$ cat config.mk
export PLATFORM = sky130hd
export DESIGN_NAME = lap_record_ctrl
export DESIGN_NICKNAME = d
export VERILOG_FILES = /design/src/rtl/lap_record_pkg.sv /design/src/rtl/lap_record_ctrl_btn_cond.sv /design/src/rtl/lap_record_ctrl.sv
export SDC_FILE = /design/constraint.sdc
export NUM_CORES = 1
export LEC_CHECK = 0
export CAP_MARGIN = 15
export CORE_AREA = 2 2 75 77
export CTS_BUF_LIST = sky130_fd_sc_hd__clkbuf_16
export CTS_CLUSTER_DIAMETER = 60
export DETAILED_ROUTE_END_ITERATION = 10
export DIE_AREA = 0 0 77 79
export HOLD_SLACK_MARGIN = 0.12
export MAX_ROUTING_LAYER = met4
export PLACE_DENSITY = 0.82
export SETUP_SLACK_MARGIN = 0.15
export SLEW_MARGIN = 20
export SYNTH_ARGS = -nofsm -noshare
export SYNTH_HDL_FRONTEND = slang
export SYNTH_SLANG_ARGS = --single-unit
$ cat constraint.sdc
create_clock -name clk -period 5.8 [get_ports clk]
set_input_delay 1.16 -clock clk [delete_from_list [all_inputs] [get_ports clk]]
set_output_delay 1.16 -clock clk [all_outputs]
set_load 0.02 [all_outputs]
$ cat src/rtl/lap_record_pkg.sv
// lap_record_pkg: shared types and constants for the lap-record controller.
//
// Contents:
//   LAP_DEPTH - capacity of the downstream lap stack (shared with the stack)
//   LAP_CNT_W - width of the running count / stack data
//   count_t   - 12-bit count type
//   state_t   - controller FSM states
//   sat_step  - helper: depth after an optional push/pop, clamped to 0..max
`timescale 1ns/1ps

package lap_record_pkg;

    localparam int LAP_DEPTH = 5;
    localparam int LAP_CNT_W = 12;

    typedef logic [11:0] count_t;

    typedef enum logic [1:0] {
        LIVE   = 2'd0,
        RECALL = 2'd1,
        DRAIN  = 2'd2
    } state_t;

    // Occupancy after a push or pop. Callers only push when not full and only
    // pop when not empty; the clamp keeps the register in range regardless.
    function automatic logic [2:0] sat_step(input logic [2:0] cur,
                                            input logic       push,
                                            input logic       pop,
                                            input logic [2:0] max);
        logic [2:0] nxt;
        nxt = cur;
        if (push && (cur != max)) begin
            nxt = cur + 3'd1;
        end else if (pop && (cur != 3'd0)) begin
            nxt = cur - 3'd1;
        end
        return nxt;
    endfunction

endpackage

$ cat src/rtl/lap_record_ctrl_btn_cond.sv
// btn_cond: conditions one raw asynchronous button into a single-cycle event.
//
// Path: 2-FF synchronizer -> optional debounce filter -> registered rising-edge
// detect. Without the filter the event pulse appears 3 clk cycles after the
// raw edge; with the filter it appears 3+DB_CYCLES cycles after.
//
// Build option: define LAP_RECORD_DEBOUNCE_EN to insert the debounce filter
// (DB_CYCLES consecutive equal samples before the filtered level changes).
//
// Ports:
//   clk  - system clock
//   nrst - asynchronous active-low reset
//   raw  - raw asynchronous button level
//   evt  - one-cycle pulse on each accepted press
`timescale 1ns/1ps

module btn_cond #(
    parameter int DB_CYCLES = 16
) (
    input  logic clk,
    input  logic nrst,
    input  logic raw,
    output logic evt
);

    logic sync1;
    logic sync2;
    logic level;
    logic level_d;

    always_ff @(posedge clk or negedge nrst) begin
        if (!nrst) begin
            sync1 <= 1'b0;
            sync2 <= 1'b0;
        end else begin
            sync1 <= raw;
            sync2 <= sync1;
        end
    end

`ifdef LAP_RECORD_DEBOUNCE_EN
    localparam int DB_W = $clog2(DB_CYCLES + 1);

    logic [DB_W-1:0] db_cnt;
    logic            filt;

    // Counts consecutive samples that disagree with the filtered level; any
    // agreeing sample restarts the count, so short glitches never get through.
    always_ff @(posedge clk or negedge nrst) begin
        if (!nrst) begin
            db_cnt <= '0;
            filt   <= 1'b0;
        end else if (sync2 == filt) begin
            db_cnt <= '0;
        end else if (db_cnt == DB_W'(DB_CYCLES - 1)) begin
            db_cnt <= '0;
            filt   <= sync2;
        end else begin
            db_cnt <= db_cnt + 1'b1;
        end
    end

    assign level = filt;
`else
    assign level = sync2;
`endif

    // The event is registered so downstream logic sees a clean flop output.
    always_ff @(posedge clk or negedge nrst) begin
        if (!nrst) begin
            level_d <= 1'b0;
            evt     <= 1'b0;
        end else begin
            level_d <= level;
            evt     <= level & ~level_d;
        end
    end

endmodule

$ cat src/rtl/lap_record_ctrl.sv
// lap_record_ctrl: stopwatch control stage in front of the 5-entry lap stack.
//
// Turns the four raw buttons into events, runs a prescaled 12-bit tick count,
// issues one-cycle push (write) / pop (read) pulses to the stack, tracks stack
// occupancy, and latches recalled laps for the display. The stack has no clear
// port, so clear drains it with consecutive pops.
//
// Build option: LAP_RECORD_DEBOUNCE_EN enables a DB_CYCLES debounce filter in
// each button conditioner.
//
// Ports:
//   clk, nrst         - clock, asynchronous active-low reset
//   start_btn         - raw start/stop button (toggles running)
//   lap_btn           - raw lap button (push count)
//   recall_btn        - raw recall button (pop and display)
//   clear_btn         - raw clear button (stop, zero, drain stack)
//   mem_out           - stack top-of-stack
//   count             - running count, feeds stack data input
//   write, read       - one-cycle push / pop pulses, never both high
//   disp_val          - display value (live count or recalled lap)
//   disp_recall       - 1 while disp_val shows a recalled lap
//   depth             - stack occupancy 0..DEPTH
//   full, empty       - depth==DEPTH / depth==0
//   running           - count is advancing
//   fsm_state         - current controller state (state_t encoding)
//
// Handshake: there is no back-pressure. write/read are single-cycle strobes;
// the stack acts on the rising clk edge that ends the strobe cycle, and it
// presents the new top-of-stack on mem_out in the following cycle.
`timescale 1ns/1ps

module lap_record_ctrl
    import lap_record_pkg::*;
#(
    parameter int DEPTH       = LAP_DEPTH,
    parameter int CNT_W       = LAP_CNT_W,
    parameter int TICK_DIV    = 100,
    parameter int SHOW_CYCLES = 200,
    parameter int DB_CYCLES   = 16
) (
    input  logic             clk,
    input  logic             nrst,
    input  logic             start_btn,
    input  logic             lap_btn,
    input  logic             recall_btn,
    input  logic             clear_btn,
    input  logic [CNT_W-1:0] mem_out,
    output logic [CNT_W-1:0] count,
    output logic             write,
    output logic             read,
    output logic [CNT_W-1:0] disp_val,
    output logic             disp_recall,
    output logic [2:0]       depth,
    output logic             full,
    output logic             empty,
    output logic             running,
    output logic [1:0]       fsm_state
);

    localparam int PRE_W = $clog2(TICK_DIV);
    localparam int TMR_W = $clog2(SHOW_CYCLES + 1);

    logic start_evt;
    logic lap_evt;
    logic recall_evt;
    logic clear_evt;

    btn_cond #(.DB_CYCLES(DB_CYCLES)) u_start  (.clk(clk), .nrst(nrst), .raw(start_btn),  .evt(start_evt));
    btn_cond #(.DB_CYCLES(DB_CYCLES)) u_lap    (.clk(clk), .nrst(nrst), .raw(lap_btn),    .evt(lap_evt));
    btn_cond #(.DB_CYCLES(DB_CYCLES)) u_recall (.clk(clk), .nrst(nrst), .raw(recall_btn), .evt(recall_evt));
    btn_cond #(.DB_CYCLES(DB_CYCLES)) u_clear  (.clk(clk), .nrst(nrst), .raw(clear_btn),  .evt(clear_evt));

    state_t             state_q, state_d;
    logic [2:0]         depth_q, depth_d;
    logic [TMR_W-1:0]   tmr_q, tmr_d;
    logic [CNT_W-1:0]   recall_q;
    logic [CNT_W-1:0]   count_q;
    logic [PRE_W-1:0]   presc_q;
    logic               running_q;
    logic               latch;
    logic               tick;

    logic in_drain;
    logic do_clear;
    logic do_lap;
    logic do_recall;
    logic do_start;
    logic full_i;
    logic empty_i;

    // Priority clear > lap > recall > start: a higher event in the same cycle
    // drops every lower one, even when the higher one is itself ignored
    // (e.g. lap while full still swallows a simultaneous recall).
    assign in_drain  = (state_q == DRAIN);
    assign do_clear  = clear_evt & ~in_drain;
    assign do_lap    = lap_evt & ~clear_evt & ~in_drain;
    assign do_recall = recall_evt & ~lap_evt & ~clear_evt & ~in_drain;
    assign do_start  = start_evt & ~recall_evt & ~lap_evt & ~clear_evt & ~in_drain;

    assign full_i  = (depth_q == 3'(DEPTH));
    assign empty_i = (depth_q == 3'd0);

    assign tick = running_q && (presc_q == PRE_W'(TICK_DIV - 1));

    always_comb begin
        state_d = state_q;
        depth_d = depth_q;
        tmr_d   = tmr_q;
        write   = 1'b0;
        read    = 1'b0;
        latch   = 1'b0;
        case (state_q)
            LIVE, RECALL: begin
                // Hold timer only runs while a recalled value is shown.
                if (state_q == RECALL) begin
                    if (tmr_q == '0) begin
                        state_d = LIVE;
                    end else begin
                        tmr_d = tmr_q - 1'b1;
                    end
                end
                if (do_clear) begin
                    state_d = DRAIN;
                end else if (do_lap) begin
                    if (!full_i) begin
                        write   = 1'b1;
                        depth_d = sat_step(depth_q, 1'b1, 1'b0, 3'(DEPTH));
                    end
                end else if (do_recall && !empty_i) begin
                    read    = 1'b1;
                    latch   = 1'b1;
                    depth_d = sat_step(depth_q, 1'b0, 1'b1, 3'(DEPTH));
                    tmr_d   = TMR_W'(SHOW_CYCLES - 1);
                    state_d = RECALL;
                end
            end
            DRAIN: begin
                // One pop per cycle until the stack is empty, then one final
                // cycle here before returning to LIVE.
                if (!empty_i) begin
                    read    = 1'b1;
                    depth_d = sat_step(depth_q, 1'b0, 1'b1, 3'(DEPTH));
                end else begin
                    state_d = LIVE;
                end
            end
            default: begin
                state_d = LIVE;
            end
        endcase
    end

    always_ff @(posedge clk or negedge nrst) begin
        if (!nrst) begin
            state_q  <= LIVE;
            depth_q  <= 3'd0;
            tmr_q    <= '0;
            recall_q <= '0;
        end else begin
            state_q <= state_d;
            depth_q <= depth_d;
            tmr_q   <= tmr_d;
            if (latch) begin
                recall_q <= mem_out;
            end
        end
    end

    // Clear zeroes the timebase on the same edge that enters DRAIN; running
    // is then 0, so nothing advances until start is pressed again.
    always_ff @(posedge clk or negedge nrst) begin
        if (!nrst) begin
            running_q <= 1'b0;
            presc_q   <= '0;
            count_q   <= '0;
        end else if (do_clear) begin
            running_q <= 1'b0;
            presc_q   <= '0;
            count_q   <= '0;
        end else begin
            if (do_start) begin
                running_q <= ~running_q;
            end
            if (tick) begin
                presc_q <= '0;
                count_q <= count_q + 1'b1;
            end else if (running_q) begin
                presc_q <= presc_q + 1'b1;
            end
        end
    end

    assign count       = count_q;
    assign running     = running_q;
    assign depth       = depth_q;
    assign full        = full_i;
    assign empty       = empty_i;
    assign disp_recall = (state_q == RECALL);
    assign disp_val    = (state_q == RECALL) ? recall_q : count_q;
    assign fsm_state   = state_q;

endmodule
==> impl_results.md <==
- Total CTS buffers: 9
- Clk Latency, worst-skew pair: 330 ps
- Unrepaired setup endpoints after global routing: false
- Fmax: 259.1 MHz
- Cell area power density: 422.4 mW/mm^2
- Net Switching: 0.5155 mW
- Crit path cell chain: inv_1 > ha_1 > nand2b_1 > nand4b_1 > or3_1 > nand2_1 > clkdlybuf4s50_1
- H-tree Lvls: 3
- Setup crit start: depth[0]$_DFFE_PN0P_
- Layout Nets: 362
- Starting Density: 53.00%
- Outcome: complete, no violations
- Post-synth top flop: dfrtp_1
- Clock skew: 6.451 ps
- Setup TNS: 0 ps
- CTS tree: done
- Final setup vio count: 0
- ANT nets after route: 0
- Avg Inst Size Synth: 10.18 um^2
- Clk pwr share: 33.2%
- Slowest CP cell: or3_1
- Startpoint types: flip-flop
- Initial antenna violation count: 0
- Hold Startpoint: u_clear.sync1$_DFF_PN0_
- Share of layout cells above drive strength 1: 11.18%
- Netlist cell types: 37
- Most frequent cell after synthesis: dfrtp_1
- Tightest Pin Transition: 744.8 ps
- CP required: 4640 ps
- Post-route clock period utilization: 66.55%
- Post-route minimum period: 3860 ps
- # resized after CTS: 0
- Slew headroom: 50.34%
- Residual DRC: 0
- Pins Over Slew Limit: 0
- HPWL after detailed placement: 4.145 mm
- Io pins: 53
- Worst-case clock buffer depth: 2
- Final Power: 1.570 mW
- Cell taking the most area after synthesis: dfrtp_1
- Setup crit end kind: output pin
- IO Port Bufs: 52
- RePlAce Congestion: 0.8078
- Post-Syn Instances: 278
- DRT Pass-1 Iters: 4
- Worst Hold Class: flip-flop to flip-flop
- Sequential power share: 39.4%
- Synth cell count leaders: dfrtp_1 (61), nand2_1 (58), nor2_1 (24)
- Synth area leaders: dfrtp_1 (54%), nand2_1 (7.7%), mux2_2 (5.6%)
- Leakage Power: 1.674 nW
- Fillers: 415
- Mapped cell area: 0.002829 mm^2
- Dpl ws: 2263 ps
- Hold Buf Count CTS: 0
- Synthesized flop and latch total: 61
- Largest net degree at the start of global routing: 62
- Wirelength, routed: 6.206 mm
- Vias per std cell: 5.367
- Data arrival, critical path: 2700 ps
- Initial DRC count: 148
- Die Wd: 77 um
- DR vias: 2211
- CP Max Fanout: 17
- Synth top area share: 53.96%
- Rows: 27
- Sequential share of the synthesized area: 53.96%
- Syn Nets: 304
- Congestion Overflow GR: 0
- Number of global-route vias before repair: 2100
- Total global-route track usage: 22.65%
- EDFF count, synth: 0
- Ys Warns: 0
- Area growth syn-to-layout: 31.36%
- Core Area: 0.005338 mm^2
- Diodes inserted: 0
- Post-detailed-route wirelength per cell: 15.06 um
- First-pass GRT wire length: 10.14 mm
- Max Cap Viol: 0
- Hold Vio Cnt, Final: 0
- Setup bufs post-CTS: 0
- Die Ht: 79 um
- Final core occ: 69.62%
- CTS clk-pin slew, worst paths: 50 ps
- Ys async rst share: 100.0%
- Setup WS post-layout: 1940 ps
- Sw Share: 32.84%
- Peak supply drop: 263.7 uV
- Gate power share: 27.4%
- Clock root buffer: clkbuf_16
- Max incr delay on CP: 610 ps
- CTS Sinks: 61
- Power Internal: 1.054 mW
- Worst R2R Start: running$_DFFE_PN0P_
- Reg2reg setup slack: 3780 ps
- Die Area: 0.006083 mm^2
- Kind of critical path: flip-flop to output pin
-- routing by layer --
layer | vias up | track usage [%] | part of all wire [%] | wire (um)
met1 | 1087 | 25.95 | 42 | 2618
met5 | - | - | 0 | 0
met2 | 61 | 38.25 | 52 | 3215
met4 | 0 | 9.643 | 1.4 | 89
met3 | 9 | 5.795 | 4.6 | 283
li1 | 1054 | - | - | -
-- power by group through the flow --
stage                     Clock, mW  Combinational, mW  Sequential [mW]
after global placement            0              0.412            0.619
after global routing          0.546              0.481            0.633
final                         0.522              0.430            0.618
after detailed placement          0              0.430            0.624
after CTS                     0.528              0.436            0.617
after floorplan                   0              0.270            0.610
-- sequential cells by signal, indices dropped and copies added (netlist names), 2 cells and up --
signal	count
count	12
depth	3
fsm_state	2
presc_q	7
recall_q	12
tmr_q	8
-- logic make-up after synthesis --
| logic type | count (synthesis) | synth area share (%) |
|---|---|---|
| flip-flops | 61 | 53.96 |
| AO/OA/AOI/OAI | 30 | 6.237 |
| multiplexers | 16 | 6.280 |
| buffers and inverters | 14 | 1.946 |
| adder cells (fa/ha/maj) | 8 | 3.538 |
| XOR/XNOR | 16 | 4.953 |
| AND/OR/NAND/NOR | 133 | 23.09 |
-- worst max-delay path: cells and delay by family, from the launching register on --
kind / cells / cell delay, ps
buffers and inverters: 2 / 710
adder cells (fa/ha/maj): 1 / 220
flip-flops: 1 / 390
AND/OR/NAND/NOR: 4 / 1070
-- layout by cell type, fill, tap and decap left out, drive strengths merged, types with 4 or more instances in the layout --
cell type / synthesis / routed
nor3: 4 / 4
or3: 4 / 4
xnor2: 6 / 6
dfrtp: 61 / 61
nor3b: 4 / 4
clkdlybuf4s50: 0 / 51
clkbuf: 6 / 9
xor2: 10 / 10
ha: 8 / 8
buf: 2 / 4
nor2: 24 / 24
nand3: 9 / 9
nand2: 59 / 59
nand3b: 4 / 4
nor2b: 9 / 9
o21ai: 12 / 12
inv: 6 / 7
mux2: 14 / 14
a21oi: 8 / 8
-- final timing paths --
kind / to / cells past startpoint
max: read / 7
min: u_clear.level$_DFF_PN0_ / 0
max reg2reg: count[8]$_DFFE_PN0P_ / 5
min reg2reg: u_clear.level$_DFF_PN0_ / 0
max in group asynchronous: u_recall.level$_DFF_PN0_ / 2
min in group asynchronous: tmr_q[4]$_DFFE_PN0P_ / 2
-- area by class of cell --
type                    count  area [um^2]  area share (%)
clock buffers               9        225.2           6.061
clock inverters             6        63.81           1.717
flip-flops and latches     61         1526           41.08
repair buffers             55        538.0           14.48
inverters                   6        22.52          0.6061
well taps                  72        90.09           2.424
multi-input cells         203         1250           33.64
-- stage by stage --
step / std cells / cell area [um^2] / hold slack, ps
after CTS: 412 / 3714 / 350.1
after floorplan: 278 / 2829 / 331.2
after global routing: 412 / 3716 / 352.6
final: 412 / 3716 / 348.6
after global placement: 397 / 3425 / 333.3
after detailed placement: 397 / 3425 / 337.9
(Power assumes the default switching activity.)
